`config.mk`:
```
export PLATFORM = sky130hd
export DESIGN_NAME = pixel_pack_write
export DESIGN_NICKNAME = d
export VERILOG_FILES = /design/src/rtl/pixel_pack_write_pkg.sv /design/src/rtl/pixel_word_fifo.sv /design/src/rtl/pixel_pack_write.sv
export SDC_FILE = /design/constraint.sdc
export NUM_CORES = 1
export LEC_CHECK = 0
export CAP_MARGIN = 30
export CORE_MARGIN = 2
export CORE_UTILIZATION = 35
export CTS_BUF_LIST = sky130_fd_sc_hd__clkbuf_2 sky130_fd_sc_hd__clkbuf_4 sky130_fd_sc_hd__clkbuf_8
export CTS_CLUSTER_SIZE = 30
export DETAILED_ROUTE_END_ITERATION = 10
export HOLD_SLACK_MARGIN = 0.1
export PLACE_DENSITY = 0.54
export SYNTH_ARGS = -nofsm -noshare
export SYNTH_HDL_FRONTEND = slang
export SYNTH_SLANG_ARGS = --single-unit
```
`constraint.sdc`:
```
create_clock -name clock -period 7.6 [get_ports clock]
set_clock_uncertainty 0.15 [all_clocks]
set_input_delay 1.52 -clock clock [delete_from_list [all_inputs] [get_ports clock]]
set_output_delay 1.52 -clock clock [all_outputs]
set_load 0.005 [all_outputs]
```
`src/rtl/pixel_pack_write_pkg.sv`:
```
// Shared widths, write-FSM state encoding and the optional test-pattern
// helper for the pixel pack/write path (pattern enabled by WRITE_PATTERN_EN).
package pixel_pack_write_pkg;

  localparam int LOG_MEM    = 36;
  localparam int LOG_HCOUNT = 10;
  localparam int LOG_VCOUNT = 10;

  typedef enum logic [1:0] {
    IDLE = 2'd0,
    REQ  = 2'd1,
    WAIT = 2'd2
  } wr_state_e;

`ifdef WRITE_PATTERN_EN
  // YCrCb layout: Y in [17:10], Cr in [9:5], Cb in [4:0].
  function automatic logic [17:0] pattern_pixel(input logic [LOG_HCOUNT-1:0] h,
                                                input logic [LOG_VCOUNT-1:0] v);
    return {h[7:0], v[4:0], 5'd0};
  endfunction
`endif

endpackage

```
`src/rtl/pixel_word_fifo.sv`:
```
// Synchronous FIFO with extra-bit pointers; a push while full is accepted
// only when a pop happens in the same cycle.
module pixel_word_fifo #(
  parameter int WIDTH    = 56,
  parameter int FIFO_LOG = 3
) (
  input  logic             clock,
  input  logic             reset_b,
  input  logic             push_i,
  input  logic [WIDTH-1:0] push_data_i,
  input  logic             pop_i,
  output logic             full_o,
  output logic             empty_o,
  output logic [WIDTH-1:0] head_o
);

  localparam int DEPTH = 1 << FIFO_LOG;

  logic [WIDTH-1:0]  mem_q [DEPTH];
  logic [FIFO_LOG:0] wr_ptr_q, wr_ptr_d;
  logic [FIFO_LOG:0] rd_ptr_q, rd_ptr_d;
  logic              do_push, do_pop;

  assign empty_o = (wr_ptr_q == rd_ptr_q);
  assign full_o  = (wr_ptr_q[FIFO_LOG] != rd_ptr_q[FIFO_LOG]) &&
                   (wr_ptr_q[FIFO_LOG-1:0] == rd_ptr_q[FIFO_LOG-1:0]);
  assign do_pop  = pop_i && !empty_o;
  assign do_push = push_i && (!full_o || do_pop);
  assign head_o  = mem_q[rd_ptr_q[FIFO_LOG-1:0]];

  always_comb begin
    wr_ptr_d = wr_ptr_q + {{FIFO_LOG{1'b0}}, do_push};
    rd_ptr_d = rd_ptr_q + {{FIFO_LOG{1'b0}}, do_pop};
  end

  always_ff @(posedge clock or negedge reset_b) begin
    if (!reset_b) begin
      wr_ptr_q <= '0;
      rd_ptr_q <= '0;
    end else begin
      wr_ptr_q <= wr_ptr_d;
      rd_ptr_q <= rd_ptr_d;
    end
  end

  always_ff @(posedge clock) begin
    if (do_push) mem_q[wr_ptr_q[FIFO_LOG-1:0]] <= push_data_i;
  end

endmodule

```
`src/rtl/pixel_pack_write.sv`:
```
// Packs even/odd YCrCb pixel pairs into 36-bit words, queues them and issues
// them with a flag/done handshake. WRITE_PATTERN_EN swaps pixels for a pattern.
module pixel_pack_write
  import pixel_pack_write_pkg::*;
#(
  parameter int FIFO_LOG = 3,
  parameter int PIX_W    = 18
) (
  input  logic                  clock,
  input  logic                  reset_b,
  input  logic                  frame_flag,
  input  logic                  in_valid,
  input  logic [PIX_W-1:0]      in_pixel,
  input  logic [LOG_HCOUNT-1:0] in_hcount,
  input  logic [LOG_VCOUNT-1:0] in_vcount,
  output logic                  write_flag,
  output logic [2*PIX_W-1:0]    write_pixel,
  output logic [LOG_HCOUNT-1:0] write_hcount,
  output logic [LOG_VCOUNT-1:0] write_vcount,
  input  logic                  done_write,
  output logic                  busy,
  output logic                  overflow
);

  localparam int WORD_W  = 2 * PIX_W;
  localparam int ENTRY_W = LOG_VCOUNT + LOG_HCOUNT + WORD_W;

  // Valid/ready: the FSM raises write_flag for one cycle in REQ; the word,
  // hcount and vcount stay stable through WAIT until done_write retires it.

  logic                  hold_valid_q, hold_valid_d;
  logic [PIX_W-1:0]      hold_pixel_q, hold_pixel_d;
  logic [LOG_HCOUNT-1:0] hold_h_q, hold_h_d;
  logic [LOG_VCOUNT-1:0] hold_v_q, hold_v_d;
  logic                  ovf_q, ovf_d;
  wr_state_e             state_q, state_d;
  logic [WORD_W-1:0]     wr_word_q, wr_word_d;
  logic [LOG_HCOUNT-1:0] wr_h_q, wr_h_d;
  logic [LOG_VCOUNT-1:0] wr_v_q, wr_v_d;

  logic                  hold_live;
  logic                  push, pop;
  logic                  fifo_full, fifo_empty;
  logic [WORD_W-1:0]     push_word;
  logic [ENTRY_W-1:0]    push_entry, head_entry;

`ifdef WRITE_PATTERN_EN
  logic unused_pixel;
  assign unused_pixel = ^hold_pixel_q;
  assign push_word = {pattern_pixel(in_hcount, in_vcount),
                      pattern_pixel(hold_h_q, hold_v_q)};
`else
  assign push_word = {in_pixel, hold_pixel_q};
`endif

  assign push_entry = {hold_v_q, hold_h_q, push_word};

  // frame_flag takes effect before the pixel presented in the same cycle.
  assign hold_live = hold_valid_q && !frame_flag;

  always_comb begin
    hold_valid_d = hold_live;
    hold_pixel_d = hold_pixel_q;
    hold_h_d     = hold_h_q;
    hold_v_d     = hold_v_q;
    ovf_d        = ovf_q && !frame_flag;
    push         = 1'b0;
    if (in_valid) begin
      if (!in_hcount[0]) begin
        hold_valid_d = 1'b1;
        hold_pixel_d = in_pixel;
        hold_h_d     = in_hcount;
        hold_v_d     = in_vcount;
      end else if (hold_live && (in_hcount == hold_h_q + LOG_HCOUNT'(1)) &&
                   (in_vcount == hold_v_q)) begin
        push         = 1'b1;
        hold_valid_d = 1'b0;
      end
    end
    if (push && fifo_full && !pop) ovf_d = 1'b1;
  end

  pixel_word_fifo #(
    .WIDTH   (ENTRY_W),
    .FIFO_LOG(FIFO_LOG)
  ) u_fifo (
    .clock      (clock),
    .reset_b    (reset_b),
    .push_i     (push),
    .push_data_i(push_entry),
    .pop_i      (pop),
    .full_o     (fifo_full),
    .empty_o    (fifo_empty),
    .head_o     (head_entry)
  );

  always_comb begin
    state_d   = state_q;
    wr_word_d = wr_word_q;
    wr_h_d    = wr_h_q;
    wr_v_d    = wr_v_q;
    pop       = 1'b0;
    case (state_q)
      IDLE: begin
        if (!fifo_empty) begin
          {wr_v_d, wr_h_d, wr_word_d} = head_entry;
          state_d = REQ;
        end
      end
      REQ: state_d = WAIT;
      WAIT: begin
        if (done_write) begin
          pop     = 1'b1;
          state_d = IDLE;
        end
      end
      default: state_d = IDLE;
    endcase
  end

  always_ff @(posedge clock or negedge reset_b) begin
    if (!reset_b) begin
      hold_valid_q <= 1'b0;
      hold_pixel_q <= '0;
      hold_h_q     <= '0;
      hold_v_q     <= '0;
      ovf_q        <= 1'b0;
      state_q      <= IDLE;
      wr_word_q    <= '0;
      wr_h_q       <= '0;
      wr_v_q       <= '0;
    end else begin
      hold_valid_q <= hold_valid_d;
      hold_pixel_q <= hold_pixel_d;
      hold_h_q     <= hold_h_d;
      hold_v_q     <= hold_v_d;
      ovf_q        <= ovf_d;
      state_q      <= state_d;
      wr_word_q    <= wr_word_d;
      wr_h_q       <= wr_h_d;
      wr_v_q       <= wr_v_d;
    end
  end

  // All outputs are decoded from flops only.
  assign write_flag   = (state_q == REQ);
  assign write_pixel  = wr_word_q;
  assign write_hcount = wr_h_q;
  assign write_vcount = wr_v_q;
  assign busy         = !fifo_empty || (state_q != IDLE);
  assign overflow     = ovf_q;

endmodule

```
## After elaboration in Yosys (flattened, before gate mapping)

Memories as Yosys holds them, arrays and structs flattened. A register that Yosys moved wholly into a read port is not among the register bits.
Cells that the tools add are included.

- Add/subtract/negate cells: 3
- Eq/ne operators: 9
- Muxes and demuxes: 14
- Bitwise operators: 2
- Reductions and logical operators: 21

Operator list:

| cell | number |
|---|---|
| 10-bit == test | 2 |
| 1-bit two-way mux | 11 |
| 10-bit by 1-bit adder with 10-bit output, second input constant | 1 |
| 1-bit logical AND | 9 |
| 4-bit by 1-bit adder with 4-bit output | 2 |
| 2-bit case mux with 3 select lines | 1 |
| 2-bit AND reduction | 3 |
| 1-bit logical NOT | 5 |
| 4-bit == test | 1 |
| 2-bit two-way mux | 2 |
| 2-bit inequality test, second input constant | 2 |
| 3-bit == test | 1 |
| 2-bit by 1-bit == test with 1-bit output, second input constant | 1 |
| 2-bit == test, second input constant | 1 |
| 2-bit logical NOT | 1 |
| 1-bit logical OR | 2 |
| 1-bit inverter | 2 |
| 2-bit nonzero test | 1 |
| 1-bit inequality test | 1 |

- Register bits after elaboration: 59
- RAM bits: 440
- Input port bits: 43
- Output and inout port bits: 59
- Logic and storage cells: 59
- Memories: 1

Memory list:

| memory | depth | bits a word | read ports | clocked after Yosys merged registers in | wr ports | RTL line | RTL |
|---|---|---|---|---|---|---|---|
| u_fifo.mem_q | 8 | 55 | 1 | 1 | 1 | pixel_word_fifo.sv:19 | `logic [WIDTH-1:0] mem_q [DEPTH];` |

## Longest topological paths before layout

Gate-level depths: netlist of run 1.

- Depth in word-level cells: 10
- Mapped depth: 8
- Mapped depth without buffers: 7

## Cells and area by module

Synthesis of run 1 repeated with hierarchy kept, for this count alone.

- Cells, all modules: 940
- Area, all modules: 21316.7 um^2

By module, submodules not included:

| module | times used | cells each | area an instance (um^2) | sequential area each (um^2) |
|---|---|---|---|---|
| pixel_word_fifo | 1 | 698 | 17439.2 | 13653.1 |
| pixel_pack_write | 1 | 242 | 3877.5 | 2427.3 |

## Least setup slack after synthesis of run 1

Ideal clock, no wire load.

- Kind: input port to flip-flop
- From: in frame_flag
- To: mem u_fifo.mem_q[2][0] in the netlist's numbering, enable pin
- Setup time: 0.604 ns
- Arrival time: 7.724 ns
- Data required time: 6.846 ns
- Slack: -0.878 ns
- Cell stages on the path: 5
- Path buffers: 1
- Path through: nor2b_1 nand4_1 or4_4 buf_6 nor4_1

- Longest elaborated chain between the ends: 10

Ends and longest elaborated chain:

| item | RTL line | RTL |
|---|---|---|
| from (decl) | pixel_pack_write.sv:11 | `input logic frame_flag,` |
| 1-bit logical NOT | pixel_pack_write.sv:59 | `assign hold_live = hold_valid_q && !frame_flag;` |
| 1-bit logical AND | pixel_pack_write.sv:59 |  |
| 1-bit logical AND (2 in series) | pixel_pack_write.sv:74 | `end else if (hold_live && (in_hcount == hold_h_q + LOG_HCOUNT'(1)) &&` |
| 1-bit two-way mux | pixel_pack_write.sv:74 |  |
| 1-bit two-way mux | pixel_pack_write.sv:69 | `if (!in_hcount[0]) begin` |
| 1-bit two-way mux | pixel_pack_write.sv:68 | `if (in_valid) begin` |
| 1-bit logical AND | pixel_word_fifo.sv:28 | `assign do_push = push_i && (!full_o \|\| do_pop);` |
| 1-bit two-way mux | pixel_word_fifo.sv:47 | `if (do_push) mem_q[wr_ptr_q[FIFO_LOG-1:0]] <= push_data_i;` |
| 1-bit two-way mux (implied by the code) | pixel_word_fifo.sv:47 |  |
| to (decl) | pixel_word_fifo.sv:19 |  |

No other way between the ends.

## Worst setup path in the final report of run 1

- From: reg u_fifo.rd_ptr_q[1]
- To: out busy

- Longest elaborated chain between the ends: 3

Ends and longest elaborated chain:

| item | RTL line | RTL |
|---|---|---|
| from (decl) | pixel_word_fifo.sv:21 | `logic [FIFO_LOG:0] rd_ptr_q, rd_ptr_d;` |
| from (signal assigned) | pixel_word_fifo.sv:42 | `rd_ptr_q <= rd_ptr_d;` |
| 4-bit == test | pixel_word_fifo.sv:24 | `assign empty_o = (wr_ptr_q == rd_ptr_q);` |
| 1-bit logical NOT | pixel_pack_write.sv:150 | `assign busy = !fifo_empty \|\| (state_q != IDLE);` |
| 1-bit logical OR | pixel_pack_write.sv:150 |  |
| to (decl) | pixel_pack_write.sv:21 | `output logic busy,` |

No other way between the ends.

==> reports/qor.yml, run 1 <==
status:
  status: "complete, no violations"
clock_tree:
  cts_resized: 0
  post_cts_buffers: 0
  cts.sinks: 544
  cts_max_path_buffers: 3
  cts_root_buf: "clkbuf_8"
  holdBufCountCts: 0
  cts_tree: "done"
  h-tree-depth: 3
  clock_latency_ps: 640
  cts_buffers: 91
  clkTransAtPathRegs_ps: 50
floorplan:
  row_count: 88
  die-width_um: 247
  die_y_um: 247
  start_util: 0.355
  coreArea_sq_um: 57900
  die_area_sq_um: 60800
  io_pins: 102
logic_synthesis:
  synth_top_flop_cell: "edfxtp_1"
  syn_area_sq_um: 20600
  yosys-top-cells-count: "edfxtp_1, mux4_2, dfrtp_1, nand2_1"
  yosysWarnings: 0
  async_reset_ff_frac: 0.191
  yosysTopAreaCell: "edfxtp_1"
  yosysTopAreaCellShare: 0.642
  synth_cell_types: 36
  syn_avg_cell_area_sq_um: 20.9
  seq_area_frac_synth: 0.768
  synth_edf_count: 440
  synth_area_leaders: "edfxtp_1, dfrtp_1, mux4_2, mux2i_1, o21ai_1"
  synth_most_common_cell: "edfxtp_1"
  synth-seq-cells: 544
  syn_inst: 984
  synthesis.nets: 1031
grt:
  antenna_found_initial: 1
  grt_use_met2: 0.227
  globalRouteTotalUtil: 0.142
  grt_pass1_wl_um: 63800
  overflow: 0
  grt-busiest-layer: "met2"
  grt_pass1_vias: 10400
  met3_usage: 0.0326
  grt_max_degree: 63
  grt_use_met1: 0.195
timing:
  setup_tns_ps: 0
  post-route-min-period_ps: 4750
  max_slew_margin: 0.378
  clock.fmax_mhz: 211
  period_share: 0.625
  final_hold_viol_count: 0
  setup_viol_count_final: 0
  tightest_slew_ps: 933
  drv_slew: 0
  rsz0062_at_grt: "false"
  setup_slack_ps: 2850
drt:
  drtIter0Drc: 612
  drc: 0
  routed_wl_um: 42000
  wl_per_cell_um: 21.1
  vias: 9616
  antenna_left: 0
  viasPerCell: 4.83
  dr.pass1.iters: 4
placement:
  gp_congestion: 0.719
  hpwl_um: 22700
  placed_area_sq_um: 22500
  dp_slack_ps: 2740
  portBuffers: 100
pwr:
  power_frac_comb: 0.018
  p_leak_nw: 7.96
  p_switching_mw: 1.26
  cell_internal_pwr_mw: 4.78
  total_power_mw: 6.05
  swShare: 0.209
  ir_worst_vdd_uv: 130
  power_frac_seq: 0.560
  clock_power_share: 0.423
  p_per_area_nw_per_um2: 247
cells_and_area:
  drive_above_1_share: 0.257
  multiInputGateArea_sq_um: 4550
  area_growth_pct: 18.8
  fin_area_sq_um: 24500
  regArea_sq_um: 15800
  nets: 1197
  nFillCells: 5215
min_path:
  min_delay_path_depth: 2
  hold_class: "reg -> reg"
critical_path:
  rr_worst_depth: 5
  startpoint_type: "register"
  cp-end-kind: "output port"
  path_class: "reg -> out"
  cp.required_ps: 5930
  worstPathArrival_ps: 3080
  crit_fanout: 40
flow_run:
  cap_violations: 0
[layout by cell type, fill, tap and decap left out, drive strengths merged, types with 2 or more instances in the layout]
master,instances
mux4,110
ha,4
buf,26
mux2,37
clkinv,35
clkdlybuf4s50,99
xnor2,13
nand3,2
dfrtp,104
clkinvlp,2
nor2b,3
nor2,5
mux2i,55
nor4,8
bufinv,3
nand4,3
inv,4
or2,2
xor2,14
edfxtp,440
o21ai,55
nand2b,2
nand2,61
clkbuf,126
[cell type report]
type                       count  share of cell area
multi-input combinational    385               0.186
clock inverter                41              0.0106
antenna                        1            0.000102
tap                          765              0.0391
inverter                       3            0.000460
timing repair buffer         125              0.0532
clock buffer                 126              0.0635
sequential                   544               0.647
[stage by stage]
step | std cells | util | hold WS [ps]
finish | 1990 | 0.422 | 330
global route | 1990 | 0.422 | 369
CTS | 1984 | 0.420 | 342
detailed placement | 1817 | 0.389 | 328
global placement | 1816 | 0.388 | 321
floorplan | 984 | - | 314
[power groups by stage]
stage | registers, mW | clock network, mW | logic, mW
after floorplan | 3.41 | 0 | 0.0464
after global placement | 3.44 | 0 | 0.110
after detailed placement | 3.44 | 0 | 0.111
after CTS | 3.38 | 2.64 | 0.111
after global routing | 3.39 | 2.76 | 0.121
final | 3.38 | 2.55 | 0.108
[worst max-delay path: stages, from the launching register on]
cell and delay [ps]:
dfrtp_4 990, xor2_1 250, or3_1 470, nor2_1 160
nand2_1 80, clkdlybuf4s50_1 480
[metal layers]
metal,vias up,wire [um],part of all wire
met3,64,1950,0.046
met5,-,0,0
met1,5043,19300,0.46
met2,213,20000,0.48
met4,0,728,0.017
li1,4296,-,-
[logic make-up (layout without fill, tap and decap cells)]
| group | count (synthesis) | count (layout) | synth area share |
|---|---|---|---|
| other cells | 1 | 2 | 0.000182 |
| simple gates | 92 | 92 | 0.0205 |
| mux | 202 | 202 | 0.167 |
| compound gates | 59 | 59 | 0.0156 |
| xor+xnor | 27 | 27 | 0.0115 |
| buf+inv | 55 | 295 | 0.0141 |
| fa+ha+maj | 4 | 4 | 0.00243 |
| flops | 544 | 544 | 0.768 |
[sequential cells by signal (all words and copies together), names as in the netlist, 2 cells and up]
register and count:
u_fifo.mem_q 440, write_pixel 36, hold_pixel_q 18, hold_v_q 10, write_vcount 10, hold_h_q 9, write_hcount 9, u_fifo.rd_ptr_q 4
u_fifo.wr_ptr_q 4, state_q 2
[final timing paths]
check / startpoint / to / slack, ps
max in group asynchronous: reset_b / write_pixel[25] / 5730
min in group asynchronous: reset_b / hold_v_q[7] / 650
hold reg to reg: write_pixel[20] / write_pixel[20] / 330
hold / removal: write_pixel[20] / write_pixel[20] / 330
setup reg to reg: u_fifo.rd_ptr_q[1] / write_pixel[14] / 3700
setup / recovery: u_fifo.rd_ptr_q[1] / busy / 2850
No activity file was read; power rests on OpenSTA's default activity.
==> run 2: changes to the inputs <==
Clock period 7.6 ns to 3.85 ns, I/O delays scaled along.
==> run 2 against run 1 <==
Sequential share of layout area fell by 1.1 points. Count of clock-buffer cells in the layout rose by 4. Flip-flop and latch count did not move. Power rose by 100%. Worst hold slack improved by 2.5 ps. Cell area rose by 1.8%. Via count rose by 1.8%. Register-to-register slack got worse by 2800 ps. Die area did not move. Cell count rose by 0.20%. Utilization rose by 0.76 points. First-iteration DRC count rose by 5.6%. Largest cell class unchanged.
==> reports/qor.yml, run 2 (same netlist as run 1, synthesis figures left out) <==
status:
  status: "complete, no violations"
placement:
  hpwl_um: 24200
  portBuffers: 100
  gp_congestion: 0.728
cells_and_area:
  mostFrequentLayoutCells: "edfxtp_1, mux4_2, clkbuf_8"
  nFillCells: 5150
  drive_above_1_share: 0.275
  fin_util: 0.430
  area_growth_pct: 21.0
  largest_reg_flops: 440
  antenna_cells: 0
  nets: 1203
  mostFrequentLayoutCell: "edfxtp_1"
drt:
  routed_wl_um: 43100
  wl_per_cell_um: 21.6
  drtIter0Drc: 646
  drc: 0
  viasPerCell: 4.91
  antenna_left: 0
  dr.pass1.iters: 4
  vias: 9785
timing:
  post-route-min-period_ps: 3480
  clock.fmax_mhz: 288
  max_slew_margin: 0.369
  drv_slew: 0
  final_hold_viol_count: 0
  rsz0062_at_grt: "false"
  period_share: 0.903
  hold_slack_ps: 333
  tightest_slew_ps: 947
  setup_viol_count_final: 0
critical_path:
  cp-end-kind: "output port"
  path_class: "reg -> out"
  crit_fanout: 3
  critPathSlowestCell: "dfrtp_4"
  slowest_delay_ps: 500
  path_buf_inv: 1
  r2r_setup_slack_ps: 940
  cp.required_ps: 2930
  worstPathArrival_ps: 2560
  path_cells: "xor2_1, or3_1, nor2_1, nand2_1, clkdlybuf4s50_1"
  startpoint_type: "register"
  crit_family: "simple AND/OR/NAND/NOR gates"
grt:
  grt_pass1_wl_um: 66800
  grt_max_degree: 113
  antenna_found_initial: 0
  grt_use_met2: 0.234
  grt_pass1_vias: 10800
  grt_use_met1: 0.202
  grt-busiest-layer: "met2"
  met3_usage: 0.0358
  globalRouteTotalUtil: 0.148
  overflow: 0
clock_tree:
  cts_root_buf: "clkbuf_8"
  cts.sinks: 544
  cts_tree: "done"
  cts_buffers: 90
  clock_latency_ps: 640
  cts_max_path_buffers: 3
  h-tree-depth: 3
  clkTransAtPathRegs_ps: 60
floorplan:
  die_y_um: 247
  coreArea_sq_um: 57900
  row_count: 88
  die-width_um: 247
  io_pins: 102
  die_area_sq_um: 60800
  start_util: 0.355
pwr:
  p_leak_nw: 8.18
  p_per_area_nw_per_um2: 490
  clock_power_share: 0.432
  p_switching_mw: 2.51
  power_frac_seq: 0.548
  swShare: 0.206
  cell_internal_pwr_mw: 9.68
  power_frac_comb: 0.019
  total_power_mw: 12.2
  ir_worst_vdd_uv: 302
min_path:
  hold_class: "reg -> reg"
flow_run:
  cap_violations: 0
==> run 2: cell count changes in the layout (fill, tap and decap cells not counted), moves of 6 or more <==
cell	before	now
buf_12	1	22
buf_4	19	10
nor4_4	0	6
clkbuf_8	97	103
clkinv_1	23	12
==> run 2: final timing paths <==
check | startpoint | to | depth (start not counted)
max | u_fifo.rd_ptr_q[1] | busy | 5
min | write_pixel[12] | write_pixel[12] | 2
max reg2reg | hold_v_q[8] | u_fifo.mem_q[0][13] | 6
min reg2reg | write_pixel[12] | write_pixel[12] | 2
max in group asynchronous | reset_b | u_fifo.wr_ptr_q[0] | 3
min in group asynchronous | reset_b | hold_pixel_q[14] | 2
==> run 2: routing by layer <==
| metal | routed length [um] | vias up |
|---|---|---|
| li1 | - | 4316 |
| met1 | 19400 | 5158 |
| met2 | 20700 | 236 |
| met3 | 2110 | 75 |
| met4 | 923 | 0 |
| met5 | 0 | - |
==> run 2: worst register-to-register path: stages, from the launching register on <==
cell and delay [ps]:
dfrtp_1 490, xnor2_1 440, nand4_1 140, or4_4 600, nor4b_4 380, buf_12 220, buf_12 170
==> run 2: layout make-up <==
type,instances,area (sq um),share of cell area
clock buffers,130,1620,0.0651
well taps,765,957,0.0384
multi-input cells,385,4670,0.188
flip-flops and latches,544,15800,0.636
repair buffers,132,1520,0.0609
inverters,3,11.3,0.000452
clock inverters,35,293,0.0118
==> run 2: repair_timing <==
action / CTS / global route
hold buffers: 1 / 0
gates resized for setup: 0 / 1
setup endpoints to repair: 0 / 1
endpoints found under the hold margin: 25 / 0
buffers inserted: 0 / 0
==> run 2: power groups by stage <==
stage | registers [mW] | logic [mW] | clock network [mW]
CTS | 6.69 | 0.241 | 5.46
global placement | 6.80 | 0.236 | 0
floorplan | 6.73 | 0.104 | 0
detailed placement | 6.82 | 0.239 | 0
global route | 6.71 | 0.258 | 5.73
finish | 6.69 | 0.233 | 5.27
==> run 2: metrics by stage <==
| step | cells | instance area, sq um | setup WS [ps] | TNS (ps) |
|---|---|---|---|---|
| global route | 1994 | 24900 | 156 | 0 |
| finish | 1994 | 24900 | 374 | 0 |
| floorplan | 984 | 20800 | -257 | -83620 |
| global placement | 1828 | 23000 | 197 | 0 |
| detailed placement | 1828 | 23000 | 193 | 0 |
| CTS | 1994 | 24900 | 165 | 0 |
==> run 3: changes to the inputs <==
Settings changed: RECOVER_POWER set to 100.
==> run 3 against run 2 <==
Highest routed layer unchanged. Utilization fell by 0.29 points. Fmax is 4.7% lower. Sequential power barely moved. Worst hold slack worse by 11 ps. Cell area fell by 0.68%. Count of clock-buffer cells in the layout unchanged. The run now ends with max-capacitance violations, max-slew violations left.
==> reports/qor.yml, run 3 (same netlist as run 1, synthesis figures left out) <==
critical_path:
  worstSetupPathDepth: 7
  crit_fanout: 14
  path_buf_inv: 3
  r2r_start: "hold_v_q[8]"
  worstPathArrival_ps: 3810
  cp-end-kind: "register"
  path_cells: "dlygate4sd3_1, xnor2_1, nand4_1, or4_1, nor4_1, buf_12, clkbuf_1"
  cp.required_ps: 4010
  r2r_setup_slack_ps: 420
  slowest_delay_ps: 730
  r2r_end: "u_fifo.mem_q[2][17]"
  crit_family: "simple AND/OR/NAND/NOR gates"
  path_class: "in -> reg"
  startpoint_type: "input pin"
  critPathSlowestCell: "or4_1"
  rr_worst_depth: 6
min_path:
  hold_class: "reg -> reg"
  min_to: "write_pixel[5]"
  hp-start: "write_pixel[5]"
  min_delay_path_depth: 2
floorplan:
  io_pins: 102
  start_util: 0.355
  row_count: 88
  die-width_um: 247
  die_y_um: 247
  die_area_sq_um: 60800
  coreArea_sq_um: 57900
timing:
  max_slew_margin: -0.328
  setup_tns_ps: 0
  setup_slack_ps: 201
  final_hold_viol_count: 0
  tightest_slew_ps: 1990
  drv_slew: 140
  post-route-min-period_ps: 3650
  rsz0062_at_grt: "false"
  setup_viol_count_final: 0
  clock.fmax_mhz: 274
  period_share: 0.948
  hold_slack_ps: 322
clock_tree:
  clkTransAtPathRegs_ps: 60
  cts_buffers: 90
  cts.sinks: 544
  cts_max_path_buffers: 3
  clock_latency_ps: 640
  post_cts_buffers: 0
  cts_root_buf: "clkbuf_8"
  cts_tree: "done"
  h-tree-depth: 3
cells_and_area:
  nFillCells: 5177
  regArea_sq_um: 15800
  antenna_cells: 0
  final_cells: 1994
  mostFrequentLayoutCells: "edfxtp_1, mux4_2, clkbuf_8"
  fin_area_sq_um: 24700
  largest_reg_flops: 440
  multiInputGateArea_sq_um: 4600
  mostFrequentLayoutCell: "edfxtp_1"
  area_growth_pct: 20.1
  nets: 1203
  drive_above_1_share: 0.267
placement:
  dp_slack_ps: 193
  portBuffers: 100
  hpwl_um: 24200
  placed_area_sq_um: 23000
  gp_congestion: 0.728
  dp.cells: 1828
status:
  status: "complete, but fails checks"
  violations: "max-capacitance violations, max-slew violations"
drt:
  dr_wl_met3_um: 2060
  antenna_left: 0
  dr.pass1.iters: 4
  wl_met2_um: 20700
  routed_wl_um: 43200
  viasPerCell: 4.91
  wl_met1_um: 19500
  wl_per_cell_um: 21.7
  vias: 9793
  drc: 0
  top_layer: "met4"
  drtIter0Drc: 606
pwr:
  p_per_area_nw_per_um2: 493
  ir_worst_vdd_uv: 300
  p_leak_nw: 8.31
grt:
  grt_max_degree: 113
  antenna_found_initial: 0
  overflow: 0
  grt_pass1_vias: 10800
  globalRouteTotalUtil: 0.148
  grt_pass1_wl_um: 66800
flow_run:
  cap_violations: 2
## run 3: changes by cell type in the layout (fill, tap and decap cells not counted), sizes merged
cell / previous run / this run
clkdlybuf4s50: 99 / 21
clkbuf: 130 / 136
buf: 32 / 25
clkdlybuf4s25: 0 / 1
dlygate4sd3: 1 / 79
## run 3: routing by layer
layer  global-route usage  vias to the layer above
li1                     -                     4326
met1                0.202                     5161
met2                0.234                      231
met3               0.0358                       75
met4               0.0450                        0
met5                    0                        -
## run 3: area by class of cell
cell class,count,area share
Sequential cell,544,0.640
Multi-Input combinational cell,385,0.186
Clock buffer,130,0.0655
Timing Repair Buffer,132,0.0576
Tap cell,765,0.0387
Clock inverter,35,0.0118
Inverter,3,0.000455
## run 3: through the flow
stage           util  power (mW)
6_report       0.427        12.2
3_5_place_dp   0.397        7.05
5_1_grt        0.427        12.7
2_1_floorplan      -        6.84
4_1_cts        0.430        12.4
3_3_place_gp   0.397        7.04
## run 3: worst reg2reg max path, stage by stage, from the launching register on
cell and delay, ps:
dfrtp_1 480, xnor2_1 430, nand4_1 120, or4_1 730, nor4_1 620, buf_12 250
clkbuf_1 310
## run 3: how the worst max path moves through the flow
stage                  startpoint                   to  slack (ps)
2_1_floorplan        in_vcount[0]   u_fifo.mem_q[2][0]        -260
4_1_cts        u_fifo.wr_ptr_q[0]                 busy         160
6_report             in_vcount[8]  u_fifo.mem_q[2][17]         200
5_1_grt              in_vcount[8]  u_fifo.mem_q[3][26]          80
3_5_place_dp         in_vcount[8]  u_fifo.mem_q[0][25]         190
3_3_place_gp         in_vcount[8]  u_fifo.mem_q[1][20]         200
## run 3: where the power goes
group / leakage, nW / switching (mW) / internal, mW
registers: 5.32 / 0.167 / 6.52
logic: 1.97 / 0.119 / 0.109
clock network: 1.03 / 2.23 / 3.05
total: 8.31 / 2.52 / 9.68
## run 3: repair_timing
item,in CTS,in global routing
gates resized for setup,0,1
endpoints found under the setup margin,0,1
hold buffers,1,0
hold endpoints to repair,25,0
==> edit 1, RTL diff (config.mk and constraints of run 3) <==
Add an input register stage for `frame_flag`, `in_valid`, `in_pixel` and `done_write`, without a reset; this delays them by one clock. The other inputs are not delayed to match. Comments in the files are not updated.
--- a/src/rtl/pixel_pack_write.sv
+++ b/src/rtl/pixel_pack_write.sv
@@ -25,6 +25,18 @@
   localparam int WORD_W  = 2 * PIX_W;
   localparam int ENTRY_W = LOG_VCOUNT + LOG_HCOUNT + WORD_W;
 
+  logic frame_flag_q;
+  logic in_valid_q;
+  logic [PIX_W-1:0] in_pixel_q;
+  logic done_write_q;
+
+  always_ff @(posedge clock) begin
+    frame_flag_q <= frame_flag;
+    in_valid_q   <= in_valid;
+    in_pixel_q   <= in_pixel;
+    done_write_q <= done_write;
+  end
+
   // Valid/ready: the FSM raises write_flag for one cycle in REQ; the word,
   // hcount and vcount stay stable through WAIT until done_write retires it.
 
@@ -50,25 +62,25 @@
   assign push_word = {pattern_pixel(in_hcount, in_vcount),
                       pattern_pixel(hold_h_q, hold_v_q)};
 `else
-  assign push_word = {in_pixel, hold_pixel_q};
+  assign push_word = {in_pixel_q, hold_pixel_q};
 `endif
 
   assign push_entry = {hold_v_q, hold_h_q, push_word};
 
   // frame_flag takes effect before the pixel presented in the same cycle.
-  assign hold_live = hold_valid_q && !frame_flag;
+  assign hold_live = hold_valid_q && !frame_flag_q;
 
   always_comb begin
     hold_valid_d = hold_live;
     hold_pixel_d = hold_pixel_q;
     hold_h_d     = hold_h_q;
     hold_v_d     = hold_v_q;
-    ovf_d        = ovf_q && !frame_flag;
+    ovf_d        = ovf_q && !frame_flag_q;
     push         = 1'b0;
-    if (in_valid) begin
+    if (in_valid_q) begin
       if (!in_hcount[0]) begin
         hold_valid_d = 1'b1;
-        hold_pixel_d = in_pixel;
+        hold_pixel_d = in_pixel_q;
         hold_h_d     = in_hcount;
         hold_v_d     = in_vcount;
       end else if (hold_live && (in_hcount == hold_h_q + LOG_HCOUNT'(1)) &&
@@ -109,7 +121,7 @@
       end
       REQ: state_d = WAIT;
       WAIT: begin
-        if (done_write) begin
+        if (done_write_q) begin
           pop     = 1'b1;
           state_d = IDLE;
         end
Function: changed (Yosys sat finds a counterexample within 4 cycles, from zero or initial values and one cycle with reset_b low).
==> edit 1 against run 3 <==
The run still ends with max-capacitance violations, max-slew violations left. Synthesized cell count is 2.1% higher. Critical path depth fell by 2. Power rose by 3.3%. Synthesized area up 2.1%. Sequential cell count is 21 higher. Design area up 1.3%. Setup slack better by 39 ps. Clock power increased by 3%. Wire length is 1.7% higher. Core utilization fell by 0.40 points. Largest cell class unchanged.
==> edit 1: results (changes against run 3) <==
| Metric | Value |
|---|---|
| Max-slew violation count | 57 (was 140) |
| P_clk | 5440 uW (was 5280 uW) |
| Failing checks | max-capacitance violations, max-slew violations (unchanged) |
| Max Fclk | 277 MHz (was 274 MHz) |
| Status | finished, violations left (unchanged) |
| Buffer share of cell area | 5.34% (was 5.76%) |
| DPL Wire Length | 25,700 um (was 24,200 um) |
| Clk_lat worst skew | 670 ps (was 640 ps) |
| Switching power | 2630 uW (was 2520 uW) |
| Peak VDD IR | 239 uV (was 300 uV) |
| Mapped Nets | 1,052 (was 1,031) |
| Leakage | 0.00847 uW (was 0.00831 uW) |
| M1 wire length | 20,000 um (was 19,500 um) |
| Placed cell area | 23,400 um^2 (was 23,000 um^2) |
| Post-layout util | 42.3% (was 42.7%) |
| Avg Cell Area, Syn | 20.9 um^2 (about the same) |
| WL met2 | 21,200 um (was 20,700 um) |
| Synthesized area | 21,000 um^2 (was 20,600 um^2) |
| DR WL/cell | 21.5 um (was 21.7 um) |
| Post-Place Worst Slack | 250 ps (was 193 ps) |
| MaxCap Viol Count | 1 (was 2) |
| Met2 Use GR | 23.3% (was 23.4%) |
| Fin cells | 2,042 (was 1,994) |
| Ant diodes | 1 (was 0) |
| Total CTS buffers | 93 (was 90) |
| Synth unique cells | 38 (was 36) |
| All-Layer GR Usage | 14.3% (was 14.8%) |
| Proportion of layout cells with a drive suffix above 1 | 28.2% (was 26.7%) |
==> edit 1: worst min-delay path: stages (launching register included) <==
cell and delay (ps):
dfrtp_1 330, nand2_1 40, o21ai_0 60
==> edit 1: worst paths after layout <==
| kind | startpoint | to | depth (start not counted) |
|---|---|---|---|
| worst max-delay path | u_fifo.rd_ptr_q[1] | busy | 5 |
| worst min-delay path | write_pixel[7] | write_pixel[7] | 2 |
| worst max register to register | hold_v_q[8] | u_fifo.mem_q[0][13] | 5 |
| worst min register to register | write_pixel[7] | write_pixel[7] | 2 |
| max in group asynchronous | reset_b | u_fifo.rd_ptr_q[2] | 2 |
| min in group asynchronous | reset_b | write_pixel[25] | 2 |
==> edit 1: kinds of logic after synthesis <==
family                     Yosys count  synth area share, %
AOI/OAI and AO/OA                   59                 1.54
xor gates and xnor gates            27                 1.12
adders and majority gates            4                0.238
buffers and inverters               55                 1.42
DFF                                565                 77.2
muxes                              202                 16.4
other                                1               0.0178
and+or+nand+nor                     92                 2.05
==> edit 2, RTL diff (config.mk and constraints of run 3) <==
Without the edit above. Build with the macro `WRITE_PATTERN_EN` defined.
--- a/src/rtl/pixel_pack_write_pkg.sv
+++ b/src/rtl/pixel_pack_write_pkg.sv
@@ -1,5 +1,7 @@
 // Shared widths, write-FSM state encoding and the optional test-pattern
 // helper for the pixel pack/write path (pattern enabled by WRITE_PATTERN_EN).
+`define WRITE_PATTERN_EN
+
 package pixel_pack_write_pkg;
 
   localparam int LOG_MEM    = 36;
Check against the original RTL: not equivalent (a bounded check fails within 4 cycles, from zero or initial values and one cycle with reset_b low).
==> edit 2 against run 3 <==
The run still ends with max-capacitance violations, max-slew violations left. Synthesized area down 40%. Setup slack worse by 9.4 ps. Wire length down 38%. Power down 42%. Design area down 40%. Sequential cell count down 225. Sequential share of layout area down 1.9 points. Clock power down 43%. Largest cell class unchanged.
==> edit 2: results (changes against run 3) <==
| Metric | Value |
|---|---|
| Fillers | 3,101 (was 5,177) |
| Leakage | 0.00516 uW (was 0.00831 uW) |
| Cell count after placement | 1,170 (was 1,828) |
| All-Layer GR Usage | 15.0% (was 14.8%) |
| WP data arrival | 3770 ps (was 3810 ps) |
| Number of global-route vias before repair | 6,688 (was 10.8k) |
| Reg2reg path depth | 6 (unchanged) |
| Ant diodes | 0 (unchanged) |
| Antenna violations before repair | 0 (unchanged) |
| Clock root buffer | clkbuf_8 (unchanged) |
| RePlAce Congestion | 0.718 (was 0.728) |
| Post-CTS repair timing setup buffer count | 0 (unchanged) |
| DR WL/cell | 21.1 um (was 21.7 um) |
| Max-slew violation count | 122 (was 140) |
| Pin count of the biggest net entering global routing | 67 (was 113) |
| Flip-flop count of the largest register after layout | 256 (was 440) |
| Final net count | 814 (was 1,203) |
| Worst reg-to-reg setup slack | 540 ps (was 420 ps) |
| Pre-antenna DRT Iters | 4 (unchanged) |
| HP Start | write_vcount[7] (was write_pixel[5]) |
| Global-route wire length before repair | 40,800 um (was 66,800 um) |
| Status | finished, violations left (unchanged) |
| Initial DRC Count | 368 (was 606) |
| MaxCap Viol Count | 3 (was 2) |
| Clk_lat worst skew | 560 ps (was 640 ps) |
| DR vias | 6,161 (was 9,793) |
| Total CTS buffers | 53 (was 90) |
| Routed wire length | 26,800 um (was 43,200 um) |
| RR Startpoint | hold_v_q[5] (was hold_v_q[8]) |
| Seq/Total Area, Yosys | 74.5% (was 76.8%) |
| Async SR Flop Fraction | 19.7% (was 19.1%) |
| Worst Max-Slew Pin Slew | 1820 ps (was 1990 ps) |
| FF-to-FF End | u_fifo.mem_q[0][40] (was u_fifo.mem_q[2][17]) |
| Hold Path Class | reg -> reg (unchanged) |
| Peak VDD IR | 236 uV (was 300 uV) |
| Failing checks | max-capacitance violations, max-slew violations (unchanged) |
| Proportion of layout cells with a drive suffix above 1 | 26.4% (was 26.7%) |
| DPL Wire Length | 16,200 um (was 24,200 um) |
| Cts repair resizes | 0 (unchanged) |
| Number of synthesized flops with an enable pin | 256 (was 440) |
| # port buffers | 71 (was 100) |
| Largest cells by area after synthesis | edfxtp_1 62%, dfrtp_1 13%, mux4_2 12% (was edfxtp_1 64%, dfrtp_1 13%, mux4_2 12%) |
| Synth unique cells | 36 (unchanged) |
| Syn. warnings | 0 (unchanged) |
| H-tree Lvls | 2 (was 3) |
| CP max FO | 11 (was 14) |
| Top cells by count, synth | 256 x edfxtp_1, 64 x mux4_2, 63 x dfrtp_1, 38 x nand2_1 (was 440 x edfxtp_1, 110 x mux4_2, 104 x dfrtp_1, 61 x nand2_1) |
| Worst setup path startpoint | in_hcount[4] (was in_vcount[8]) |
| Avg Cell Area, Syn | 19.8 um^2 (was 20.9 um^2) |
| Worst Setup EP | u_fifo.mem_q[0][40] (was u_fifo.mem_q[2][17]) |
edit 2: cell types whose count changed in the layout (fill, tap and decap cells not counted), sizes merged, moves of 3 or more:
cell           before  now
edfxtp            440  256
mux4              110   64
dfrtp             104   63
clkbuf            136  101
mux2i              55   32
nand2              61   38
o21ai              55   32
mux2               37   19
dlygate4sd3        79   62
clkdlybuf4s50      21    9
conb                1   12
buf                25   22
edit 2: logic make-up (layout without fill, tap and decap cells):
| group | after synthesis | in the layout | share of synthesized area [%] |
|---|---|---|---|
| compound gates | 36 | 36 | 1.67 |
| xor+xnor | 27 | 27 | 1.90 |
| fa+ha+maj | 4 | 4 | 0.403 |
| buf+inv | 57 | 229 | 2.84 |
| flops | 319 | 319 | 74.5 |
| mux | 115 | 115 | 15.9 |
| other cells | 1 | 12 | 0.0302 |
| simple gates | 69 | 69 | 2.77 |
edit 2: worst min path at each step:
stage / end / slack [ps] / cells after the start
after global placement: write_pixel[35] / 320 / 2
after detailed placement: write_vcount[9] / 320 / 2
after CTS: write_pixel[24] / 230 / 1
after floorplan: u_fifo.rd_ptr_q[3] / 310 / 1
final: write_vcount[7] / 320 / 2
after global routing: write_vcount[5] / 360 / 2
edit 2: critical path, stage by stage:
cell and delay [ps]:
dlygate4sd3_1 780, xnor2_1 200, nand4_1 180, or4_1 740, nor4b_1 480, clkbuf_1 360
clkbuf_2 270
edit 2: cell type report:
| class | instances | share of cell area (%) |
|---|---|---|
| clock buffer | 67 | 5.76 |
| clock inverter | 32 | 1.53 |
| inverter | 3 | 0.0755 |
| multi-input combinational | 263 | 19.3 |
| sequential | 319 | 62.2 |
| tap | 461 | 3.87 |
| timing repair buffer | 127 | 7.32 |
edit 2: per-layer routing:
metal	global-route usage, %	part of all wire (%)	vias to the layer above
met5	0	0	-
met4	4.55	2.2	0
met3	2.82	5.1	45
met2	24.7	49	169
met1	20.4	44	3200
li1	-	-	2747
edit 2: power breakdown:
group / internal (uW) / total [uW] / switching [uW] / leakage, uW
logic: 72.7 / 163 / 90.4 / 0.00145
registers: 3810 / 3890 / 83.0 / 0.00313
clock network: 1680 / 3010 / 1340 / 0.000574
edit 2: stage by stage:
step	total power, uW	setup TNS (ps)	cell area [um^2]	utilization [%]	worst slack [ps]
2_1_floorplan	4010	-66640	12500	-	-298
4_1_cts	7180	0	15100	42.9	291
5_1_grt	7350	0	14900	42.2	89.2
6_report	7070	0	14900	42.2	192
3_3_place_gp	4130	0	14000	39.8	203
3_5_place_dp	4140	0	14000	39.8	76.8
